<file path="config.mk">
export PLATFORM = sky130hd
export DESIGN_NAME = datapath_bus_ctrl_flat
export DESIGN_NICKNAME = d
export VERILOG_FILES = /design/src/rtl/datapath_bus_ctrl_pkg.sv /design/src/rtl/datapath_bus_ctrl_if.sv /design/src/rtl/datapath_bus_ctrl_alu.sv /design/src/rtl/datapath_bus_ctrl.sv /design/src/flat_wrapper.sv
export SDC_FILE = /design/constraint.sdc
export NUM_CORES = 1
export LEC_CHECK = 0
export CORE_UTILIZATION = 35
export DETAILED_ROUTE_END_ITERATION = 8
export GPL_TIMING_DRIVEN = 0
export PLACE_DENSITY_LB_ADDON = 0.1
export RECOVER_POWER = 100
export SKIP_LAST_GASP = 1
export SLEW_MARGIN = 20
export SYNTH_ARGS = -nofsm -noshare
export SYNTH_HDL_FRONTEND = slang
export SYNTH_HIERARCHICAL = 1
export SYNTH_SLANG_ARGS = --single-unit
</file>
<file path="constraint.sdc">
create_clock -name clk -period 4.1 [get_ports clk]
set_input_delay 0.41 -clock clk [delete_from_list [all_inputs] [get_ports clk]]
set_output_delay 0.41 -clock clk [all_outputs]
set_load 0.02 [all_outputs]
</file>
<file path="src/rtl/datapath_bus_ctrl_pkg.sv">
// rtl/datapath_bus_ctrl_pkg.sv - shared types and constants for the datapath bus controller
package datapath_bus_ctrl_pkg;

  localparam int WORD_WIDTH_DEF  = 8;
  localparam int NUM_B_SRC_DEF   = 9;
  localparam int NUM_C_DST_DEF   = 9;
  localparam int B_SEL_WIDTH_DEF = 4;
  localparam int UOP_ALU_WIDTH   = 6;
  localparam int UOP_SHIFT_WIDTH = 2;

  typedef enum logic [1:0] {
    ST_IDLE   = 2'd0,
    ST_READ_B = 2'd1,
    ST_EXEC   = 2'd2,
    ST_WRITE  = 2'd3
  } state_e;

  // Function select is the {F0,F1} pair taken from the top of uop_alu
  typedef enum logic [1:0] {
    FN_AND  = 2'b00,
    FN_OR   = 2'b01,
    FN_NOTB = 2'b10,
    FN_ADD  = 2'b11
  } alu_fn_e;

  localparam int ALU_F0   = 5;
  localparam int ALU_F1   = 4;
  localparam int ALU_ENA  = 3;
  localparam int ALU_ENB  = 2;
  localparam int ALU_INVA = 1;
  localparam int ALU_INC  = 0;

  typedef enum logic [1:0] {
    SH_NONE = 2'b00,
    SH_SLL1 = 2'b01,
    SH_SRA1 = 2'b10,
    SH_BOTH = 2'b11
  } shift_e;

endpackage

</file>
<file path="src/rtl/datapath_bus_ctrl_if.sv">
// rtl/datapath_bus_ctrl_if.sv - micro-op handshake and register-file B/C bus bundle
interface datapath_bus_ctrl_if
  import datapath_bus_ctrl_pkg::*;
#(
  parameter int WORD_WIDTH  = WORD_WIDTH_DEF,
  parameter int NUM_B_SRC   = NUM_B_SRC_DEF,
  parameter int NUM_C_DST   = NUM_C_DST_DEF,
  parameter int B_SEL_WIDTH = B_SEL_WIDTH_DEF
);
  logic                       uop_valid;
  logic                       uop_ready;
  logic [B_SEL_WIDTH-1:0]     uop_b_sel;
  logic [UOP_ALU_WIDTH-1:0]   uop_alu;
  logic [UOP_SHIFT_WIDTH-1:0] uop_shift;
  logic [NUM_C_DST-1:0]       uop_c_mask;
  logic                       uop_h_write;
  logic [NUM_B_SRC-1:0]       b_read_enable;
  logic [WORD_WIDTH-1:0]      b_bus;
  logic [WORD_WIDTH-1:0]      c_bus;
  logic [NUM_C_DST-1:0]       c_write_enable;

  modport master (
    input  uop_valid, uop_b_sel, uop_alu, uop_shift, uop_c_mask, uop_h_write, b_bus,
    output uop_ready, b_read_enable, c_bus, c_write_enable
  );

  modport slave (
    output uop_valid, uop_b_sel, uop_alu, uop_shift, uop_c_mask, uop_h_write, b_bus,
    input  uop_ready, b_read_enable, c_bus, c_write_enable
  );
endinterface

</file>
<file path="src/rtl/datapath_bus_ctrl_alu.sv">
// rtl/datapath_bus_ctrl_alu.sv - combinational ALU, optional shifter and N/Z flags
// Shifter is built only when DATAPATH_BUS_CTRL_SHIFTER_EN is defined.
module datapath_alu
  import datapath_bus_ctrl_pkg::*;
#(
  parameter int WORD_WIDTH = WORD_WIDTH_DEF
) (
  input  logic [WORD_WIDTH-1:0]      h,
  input  logic [WORD_WIDTH-1:0]      b_lat,
  input  logic [UOP_ALU_WIDTH-1:0]   alu,
  input  logic [UOP_SHIFT_WIDTH-1:0] shift,
  output logic [WORD_WIDTH-1:0]      result,
  output logic                       n,
  output logic                       z
);

  logic [WORD_WIDTH-1:0] a_en;
  logic [WORD_WIDTH-1:0] a_op;
  logic [WORD_WIDTH-1:0] b_op;
  logic [WORD_WIDTH-1:0] alu_out;

  always_comb begin
    a_en = alu[ALU_ENA] ? h : '0;
    a_op = alu[ALU_INVA] ? ~a_en : a_en;
    b_op = alu[ALU_ENB] ? b_lat : '0;
    alu_out = '0;
    case (alu_fn_e'({alu[ALU_F0], alu[ALU_F1]}))
      FN_AND:  alu_out = a_op & b_op;
      FN_OR:   alu_out = a_op | b_op;
      FN_NOTB: alu_out = ~b_op;
      FN_ADD:  alu_out = a_op + b_op + WORD_WIDTH'(alu[ALU_INC]);
      default: alu_out = '0;
    endcase
  end

`ifdef DATAPATH_BUS_CTRL_SHIFTER_EN
  always_comb begin
    result = alu_out;
    case (shift_e'(shift))
      SH_SLL1: result = {alu_out[WORD_WIDTH-2:0], 1'b0};
      SH_SRA1: result = {alu_out[WORD_WIDTH-1], alu_out[WORD_WIDTH-1:1]};
      default: result = alu_out;
    endcase
  end
`else
  logic unused_shift;
  assign unused_shift = ^shift;
  assign result = alu_out;
`endif

  assign n = result[WORD_WIDTH-1];
  assign z = (result == '0);

endmodule

</file>
<file path="src/rtl/datapath_bus_ctrl.sv">
// rtl/datapath_bus_ctrl.sv - micro-op FSM driving B-bus reads and C-bus writes
// Optional shifter in the ALU is selected by DATAPATH_BUS_CTRL_SHIFTER_EN.
module datapath_bus_ctrl
  import datapath_bus_ctrl_pkg::*;
#(
  parameter int WORD_WIDTH  = WORD_WIDTH_DEF,
  parameter int NUM_B_SRC   = NUM_B_SRC_DEF,
  parameter int NUM_C_DST   = NUM_C_DST_DEF,
  parameter int B_SEL_WIDTH = B_SEL_WIDTH_DEF
) (
  input  logic                clk,
  input  logic                rst_n,
  datapath_bus_ctrl_if.master bus,
  output logic                n_flag,
  output logic                z_flag,
  output logic                done
);

  state_e                     state_q, state_d;
  logic [WORD_WIDTH-1:0]      h_q, h_d;
  logic [WORD_WIDTH-1:0]      b_lat_q, b_lat_d;
  logic [WORD_WIDTH-1:0]      c_bus_q, c_bus_d;
  logic                       n_q, n_d;
  logic                       z_q, z_d;
  logic [B_SEL_WIDTH-1:0]     b_sel_q, b_sel_d;
  logic [UOP_ALU_WIDTH-1:0]   alu_q, alu_d;
  logic [UOP_SHIFT_WIDTH-1:0] shift_q, shift_d;
  logic [NUM_C_DST-1:0]       mask_q, mask_d;
  logic                       h_write_q, h_write_d;

  logic [NUM_B_SRC-1:0]       b_en;
  logic [WORD_WIDTH-1:0]      alu_result;
  logic                       alu_n;
  logic                       alu_z;

  datapath_alu #(
    .WORD_WIDTH(WORD_WIDTH)
  ) u_alu (
    .h      (h_q),
    .b_lat  (b_lat_q),
    .alu    (alu_q),
    .shift  (shift_q),
    .result (alu_result),
    .n      (alu_n),
    .z      (alu_z)
  );

  // Out-of-range selects match no bit, so the enable vector stays all-zero
  always_comb begin
    b_en = '0;
    for (int i = 0; i < NUM_B_SRC; i++) begin
      b_en[i] = (state_q == ST_READ_B) && (int'(b_sel_q) == i);
    end
  end

  always_comb begin
    state_d   = state_q;
    h_d       = h_q;
    b_lat_d   = b_lat_q;
    c_bus_d   = c_bus_q;
    n_d       = n_q;
    z_d       = z_q;
    b_sel_d   = b_sel_q;
    alu_d     = alu_q;
    shift_d   = shift_q;
    mask_d    = mask_q;
    h_write_d = h_write_q;
    case (state_q)
      ST_IDLE: begin
        if (bus.uop_valid) begin
          b_sel_d   = bus.uop_b_sel;
          alu_d     = bus.uop_alu;
          shift_d   = bus.uop_shift;
          mask_d    = bus.uop_c_mask;
          h_write_d = bus.uop_h_write;
          state_d   = ST_READ_B;
        end
      end
      ST_READ_B: begin
        b_lat_d = (|b_en) ? bus.b_bus : '0;
        state_d = ST_EXEC;
      end
      ST_EXEC: begin
        c_bus_d = alu_result;
        n_d     = alu_n;
        z_d     = alu_z;
        state_d = ST_WRITE;
      end
      ST_WRITE: begin
        if (h_write_q) begin
          h_d = c_bus_q;
        end
        state_d = ST_IDLE;
      end
      default: state_d = ST_IDLE;
    endcase
  end

  always_ff @(posedge clk or negedge rst_n) begin
    if (!rst_n) begin
      state_q   <= ST_IDLE;
      h_q       <= '0;
      b_lat_q   <= '0;
      c_bus_q   <= '0;
      n_q       <= 1'b0;
      z_q       <= 1'b0;
      b_sel_q   <= '0;
      alu_q     <= '0;
      shift_q   <= '0;
      mask_q    <= '0;
      h_write_q <= 1'b0;
    end else begin
      state_q   <= state_d;
      h_q       <= h_d;
      b_lat_q   <= b_lat_d;
      c_bus_q   <= c_bus_d;
      n_q       <= n_d;
      z_q       <= z_d;
      b_sel_q   <= b_sel_d;
      alu_q     <= alu_d;
      shift_q   <= shift_d;
      mask_q    <= mask_d;
      h_write_q <= h_write_d;
    end
  end

  assign bus.uop_ready      = (state_q == ST_IDLE);
  assign bus.b_read_enable  = b_en;
  assign bus.c_bus          = c_bus_q;
  assign bus.c_write_enable = (state_q == ST_WRITE) ? mask_q : '0;
  assign done               = (state_q == ST_WRITE);
  assign n_flag             = n_q;
  assign z_flag             = z_q;

endmodule

</file>
<file path="src/flat_wrapper.sv">
// flat-port wrapper written by rule: the top's interface ports become plain ports
module datapath_bus_ctrl_flat import datapath_bus_ctrl_pkg::*;
#(
  parameter int WORD_WIDTH  = WORD_WIDTH_DEF,
  parameter int NUM_B_SRC   = NUM_B_SRC_DEF,
  parameter int NUM_C_DST   = NUM_C_DST_DEF,
  parameter int B_SEL_WIDTH = B_SEL_WIDTH_DEF
)
  (clk, rst_n, n_flag, z_flag, done, bus_uop_valid, bus_uop_b_sel, bus_uop_alu, bus_uop_shift, bus_uop_c_mask, bus_uop_h_write, bus_b_bus, bus_uop_ready, bus_b_read_enable, bus_c_bus, bus_c_write_enable);
  datapath_bus_ctrl_if #(.WORD_WIDTH(WORD_WIDTH), .NUM_B_SRC(NUM_B_SRC), .NUM_C_DST(NUM_C_DST), .B_SEL_WIDTH(B_SEL_WIDTH)) bus_i ();
  input  logic clk;
  input  logic rst_n;
  output logic n_flag;
  output logic z_flag;
  output logic done;
  input wire logic [$bits(bus_i.uop_valid)-1:0] bus_uop_valid;
  input wire logic [$bits(bus_i.uop_b_sel)-1:0] bus_uop_b_sel;
  input wire logic [$bits(bus_i.uop_alu)-1:0] bus_uop_alu;
  input wire logic [$bits(bus_i.uop_shift)-1:0] bus_uop_shift;
  input wire logic [$bits(bus_i.uop_c_mask)-1:0] bus_uop_c_mask;
  input wire logic [$bits(bus_i.uop_h_write)-1:0] bus_uop_h_write;
  input wire logic [$bits(bus_i.b_bus)-1:0] bus_b_bus;
  output wire logic [$bits(bus_i.uop_ready)-1:0] bus_uop_ready;
  output wire logic [$bits(bus_i.b_read_enable)-1:0] bus_b_read_enable;
  output wire logic [$bits(bus_i.c_bus)-1:0] bus_c_bus;
  output wire logic [$bits(bus_i.c_write_enable)-1:0] bus_c_write_enable;
  assign bus_i.uop_valid = bus_uop_valid;
  assign bus_i.uop_b_sel = bus_uop_b_sel;
  assign bus_i.uop_alu = bus_uop_alu;
  assign bus_i.uop_shift = bus_uop_shift;
  assign bus_i.uop_c_mask = bus_uop_c_mask;
  assign bus_i.uop_h_write = bus_uop_h_write;
  assign bus_i.b_bus = bus_b_bus;
  assign bus_uop_ready = bus_i.uop_ready;
  assign bus_b_read_enable = bus_i.b_read_enable;
  assign bus_c_bus = bus_i.c_bus;
  assign bus_c_write_enable = bus_i.c_write_enable;
  datapath_bus_ctrl #(.WORD_WIDTH(WORD_WIDTH), .NUM_B_SRC(NUM_B_SRC), .NUM_C_DST(NUM_C_DST), .B_SEL_WIDTH(B_SEL_WIDTH)) u_core (.clk(clk), .rst_n(rst_n), .bus(bus_i), .n_flag(n_flag), .z_flag(z_flag), .done(done));
endmodule
</file>
=== Yosys cells after proc, flatten, opt, wreduce, memory -nomap -nowiden ===
Index checks and enable logic that the tools add are counted.

* Flip-flop bits (word level): 48
* Output and inout port bits: 30
* Word-level logic and storage cells: 55
* Bits of input ports: 33

* Equality and inequality tests: 15
* Bitwise logic cells: 4
* Reductions and logical operators: 16
* Multiplexer cells: 8
* Add/subtract/negate cells: 2

{| class="wikitable"
|+ Operators by type and width
! cell !! number
|-
| 8-bit two-way mux || 4
|-
| 8-bit case mux with 4 select lines || 1
|-
| 4-bit equality test, second input constant || 5
|-
| 8-bit inverter || 2
|-
| 1-bit logical AND || 9
|-
| 9-bit two-way mux || 1
|-
| 9-bit OR reduction || 1
|-
| 8-bit by 1-bit adder with 8-bit output || 1
|-
| 8-bit adder || 1
|-
| 8-bit AND || 1
|-
| 2-bit equality test, second input constant || 4
|-
| 4-bit by 3-bit equality test with 1-bit output, second input constant || 2
|-
| 8-bit logical NOT || 1
|-
| 8-bit OR || 1
|-
| 2-bit case mux with 4 select lines || 1
|-
| 2-bit by 1-bit equality test with 1-bit output, second input constant || 2
|-
| 4-bit by 2-bit equality test with 1-bit output, second input constant || 1
|-
| 2-bit logical NOT || 2
|-
| 4-bit logical NOT || 1
|-
| 2-bit AND reduction || 2
|-
| 2-bit two-way mux || 1
|-
| 2-bit inequality test, second input constant || 1
|}

=== Logic depth before layout (Yosys ltp) ===
* Depth after elaboration: 7
* Gate-level depth with buffers: 14
* Mapped depth without buffers: 13

=== Hierarchy ===
Netlist, hierarchy kept.

{| class="wikitable"
|+ Modules (own cells, without submodules)
! module !! area an instance (um2) !! seq. area each (um2) !! instances !! cells each
|-
| datapath_bus_ctrl || 2,187.1 || 1,251.2 || 1 || 149
|-
| datapath_alu || 924.6 || 0.0 || 1 || 132
|}

=== Worst setup path before layout ===
Ideal clock, no wire load.

* Path type: reg-to-reg
* From: register u_core.alu_q[1]
* To: register u_core.z_q, in the netlist u_core/z_flag
* Clock period less this slack: 2.889 ns
* Arrival: 2.764 ns
* Cell stages (with the launch flop): 14
* Data required time: 3.975 ns
* Path buffers: 1
* Slack: 1.211 ns
* Setup time: 0.125 ns
* Cell sequence: dfrtp_1 > clkbuf_1 > xnor2_1 > inv_1 > fa_1 > inv_1 > fa_1 > a211oi_1 > nor3b_1 > o22ai_1 > xor2_1 > o221ai_1 > nor4b_2 > mux2_2

* Word-level cells in the longest chain between the ends: 5
* Elaborated cells between the ends (all ways): 7
* Those cells by class: 2 x add/sub; 2 x mux; 2 x bitwise; 1 x reduce/logical

{| class="wikitable"
|+ RTL lines
! what !! line !! text
|-
| start: declaration || datapath_bus_ctrl.sv:26 || <nowiki>logic [UOP_ALU_WIDTH-1:0] alu_q, alu_d;</nowiki>
|-
| start signal: assignment || datapath_bus_ctrl.sv:120 || <nowiki>alu_q <= alu_d;</nowiki>
|-
| 8-bit two-way mux (*) || datapath_bus_ctrl_alu.sv:24 || <nowiki>a_op = alu[ALU_INVA] ? ~a_en : a_en;</nowiki>
|-
| 8-bit adder || datapath_bus_ctrl_alu.sv:31 || <nowiki>FN_ADD: alu_out = a_op + b_op + WORD_WIDTH'(alu[ALU_INC]);</nowiki>
|-
| 8-bit by 1-bit adder with 8-bit output || datapath_bus_ctrl_alu.sv:31 ||
|-
| 8-bit case mux with 4 select lines (*) || datapath_bus_ctrl_alu.sv:27 || <nowiki>case (alu_fn_e'({alu[ALU_F0], alu[ALU_F1]}))</nowiki>
|-
| via u_core.alu_result[6] || datapath_bus_ctrl.sv:32 || <nowiki>logic [WORD_WIDTH-1:0] alu_result;</nowiki>
|-
| 8-bit logical NOT (*) || datapath_bus_ctrl_alu.sv:52 || <nowiki>assign z = (result == '0);</nowiki>
|-
| via u_core.alu_z || datapath_bus_ctrl.sv:34 || <nowiki>logic alu_z;</nowiki>
|-
| end signal: assignment || datapath_bus_ctrl.sv:118 || <nowiki>z_q <= z_d;</nowiki>
|-
| end: declaration || datapath_bus_ctrl.sv:24 || <nowiki>logic z_q, z_d;</nowiki>
|}

Mark *: on every way through the listed nets, which the timed path passes. The rest lies on a longest branch.
A chain may end at the register's enable or synchronous reset.

=== Worst setup path in the final report ===
Same ends and word-level chain as after synthesis.

==> results.md <==
* Net switching fraction of the power at 0.436
* Final cell count without fillers at 450
* Slew margin rel. at -0.742
* Area growth syn-to-layout at 23.8%
* Worst R2R End: u_core/z_flag$_DFFE_PN0P_
* Max Cap Viol at 1
* Die extent in y at 95.1 µm
* Setup Fix Bufs, Post-CTS at 0
* Yosys warns at 6
* Clk buf depth at 2
* I/O pins at 63
* Number of cell rows at 33
* Max-slew violation count at 49
* Largest net degree at the start of global routing at 49
* Global-route usage over all layers at 0.149
* Final HPWL DP at 4720 µm
* P_int at 1.78 mW
* Psw at 1.38 mW
* CTS tree: done
* Worst Hold Class: flop to flop
* Routability cong. at 0.801
* Vias in the first global route at 2,110
* Area of the die at 9040 µm²
* Post-route cell area at 3750 µm²
* Fin crit period at 3.36 ns
* Clock Skews at 0.00363 ns
* Outcome: finished with violations
* Syn Area/Cell at 10.9 µm²
* Initial antenna violation count at 0
* Via count at 2,111
* Pwr Density at 842 nW/µm²
* CTS H-tree depth at 2
* Drt pass-1 iters at 5
* Place WS at 0.751 ns
* Detailed Route WL at 6100 µm
* Layout cells sized above 1 at 0.116
* Number of DRC markers in iteration 0 at 71
* Post-route antenna net violation count at 0
* Maximum clock rate at 298 MHz
* Setup TNS at 0 ns
* Worst stage delay on the critical path at 0.44 ns
* CP Class: flop to flop
* CTS resizes at 0
* Post-Syn Instances at 277
* Drt drc at 0
* Dpl cell area at 3760 µm²
* Initial Utilization at 0.365
* Clock transition at path regs at 0.09 ns
* Static Leakage at 1.74 nW
* Clk_lat worst skew at 0.30 ns
* CP Max Fanout at 8
* Tightest Pin Transition at 2.61 ns
* Worst path cell trace: clkbuf_1 > xnor2_1 > inv_1 > fa_1 > inv_1 > fa_1 > a211oi_1 > nor3b_1 > o22ai_1 > xor2_1 > o221ai_1 > nor4b_2 > mux2_1
* WHS Endpoint: u_core/mask_q[1]$_DFFE_PN0P_
* Utilization of the core after routing at 0.452
* Fin crit share at 0.820
* Vias per Instance at 4.69
* R2R Setup Slk at 0.74 ns
* Leading cell type in the layout, fill and taps excluded: dfrtp_1
* Die Width at 95.1 µm
* Filler cells at 838
* Worst vdd ir at 0.000245 V
* Hold bufs inserted after CTS at 0
* Final Hold Viols at 0
* Critical path buffers and inverters at 3
* Hold path start: u_core/mask_q[1]$_DFFE_PN0P_
* Syn Nets at 333
* Crit end category: flop
* GRT Residual Overflow at 0
* Critical Path RT at 4.28 ns
* Wire length per cell at 13.6 µm
* Total CTS buffers at 5
* CTS sink cnt at 48
* Hold path cells at 1
* Placed Instances at 442
* Clock power share at 0.088
* Reg2reg path depth at 13
* Ant. Diodes at 0
* Final nets at 400
* Startpoint Class: flop
* Commonest cells after routing, fill and taps aside: dfrtp_1, dlygate4sd3_1, clkdlybuf4s50_1, nand2_1, inv_1
* Port Buf Inserts at 60
* Core ar. at 8300 µm²
* Combinational power share at 0.634
* Final worst setup slack at 0.739 ns
* Clk root buf: clkbuf_8
* RSZ-0062 raised after global routing: no
* Mapped Area at 3030 µm²
* Global-route wire length before repair at 10,200 µm
* WP data arrival at 3.54 ns
* Crit-path leading delay family: buffers and inverters
* Finish-stage setup viols at 0
* Violated checks: max-capacitance violations, max-slew violations
* Reg power frac at 0.278
* CP max-delay cell: clkbuf_1
* R2r startpoint: u_core/alu_q[1]$_DFFE_PN0P_
[through the flow]
| stage | power (mW) | hold slack (ns) |
|---|---|---|
| after CTS | 3.36 | 0.141 |
| after detailed placement | 3.06 | 0.476 |
| after global placement | 3.04 | 0.486 |
| after floorplan | 2.49 | 0.114 |
| final | 3.16 | 0.492 |
| after global routing | 3.47 | 0.517 |
[how the worst max path moves through the flow]
stage                                start                         to  slack (ns)  depth (start not counted)
5_1_grt        u_core/alu_q[1]$_DFFE_PN0P_  u_core/z_flag$_DFFE_PN0P_        0.44                         12
6_report       u_core/alu_q[1]$_DFFE_PN0P_  u_core/z_flag$_DFFE_PN0P_        0.74                         13
3_5_place_dp   u_core/alu_q[1]$_DFFE_PN0P_  u_core/z_flag$_DFFE_PN0P_        0.75                         12
3_3_place_gp   u_core/alu_q[1]$_DFFE_PN0P_  u_core/z_flag$_DFFE_PN0P_        0.70                         12
2_1_floorplan  u_core/alu_q[1]$_DFFE_PN0P_  u_core/z_flag$_DFFE_PN0P_        1.21                         13
4_1_cts        u_core/alu_q[1]$_DFFE_PN0P_  u_core/z_flag$_DFFE_PN0P_        0.72                         12
[flip-flops by register name (all words and copies together) (netlist names)]
register          cells
u_core/b_lat_q        8
u_core/mask_q         9
u_core/alu_q          6
u_core/h_write_q      1
u_core/state_q        2
u_core/b_sel_q        4
u_core/h_q            8
u_core/n_flag         1
u_core/bus.c_bus      8
u_core/z_flag         1
[per-layer routing]
metal  GRT usage  vias up  wire length [µm]
met3      0.0263        8               195
met5           0        -                 0
met2       0.237       33              2860
met1       0.205     1003              2970
met4      0.0455        0                76
li1            -     1067                 -
[power by group through the flow]
stage | clock, mW | sequential [mW] | combinational [mW]
detailed placement | 0 | 0.897 | 2.17
global route | 0.310 | 0.919 | 2.24
floorplan | 0 | 0.909 | 1.58
CTS | 0.294 | 0.890 | 2.18
finish | 0.278 | 0.880 | 2.00
global placement | 0 | 0.893 | 2.15
[final cells by class]
| cell class | count | area (µm²) | area share |
|---|---|---|---|
| Buffer | 13 | 56.3 | 0.0150 |
| Clock buffer | 7 | 76.3 | 0.0203 |
| Clock inverter | 1 | 8.76 | 0.00233 |
| Inverter | 24 | 90.1 | 0.0240 |
| Multi-Input combinational cell | 192 | 1590 | 0.425 |
| Sequential cell | 48 | 1200 | 0.320 |
| Tap cell | 105 | 131 | 0.0350 |
| Timing Repair Buffer | 60 | 594 | 0.158 |
(Power assumes the default switching activity.)
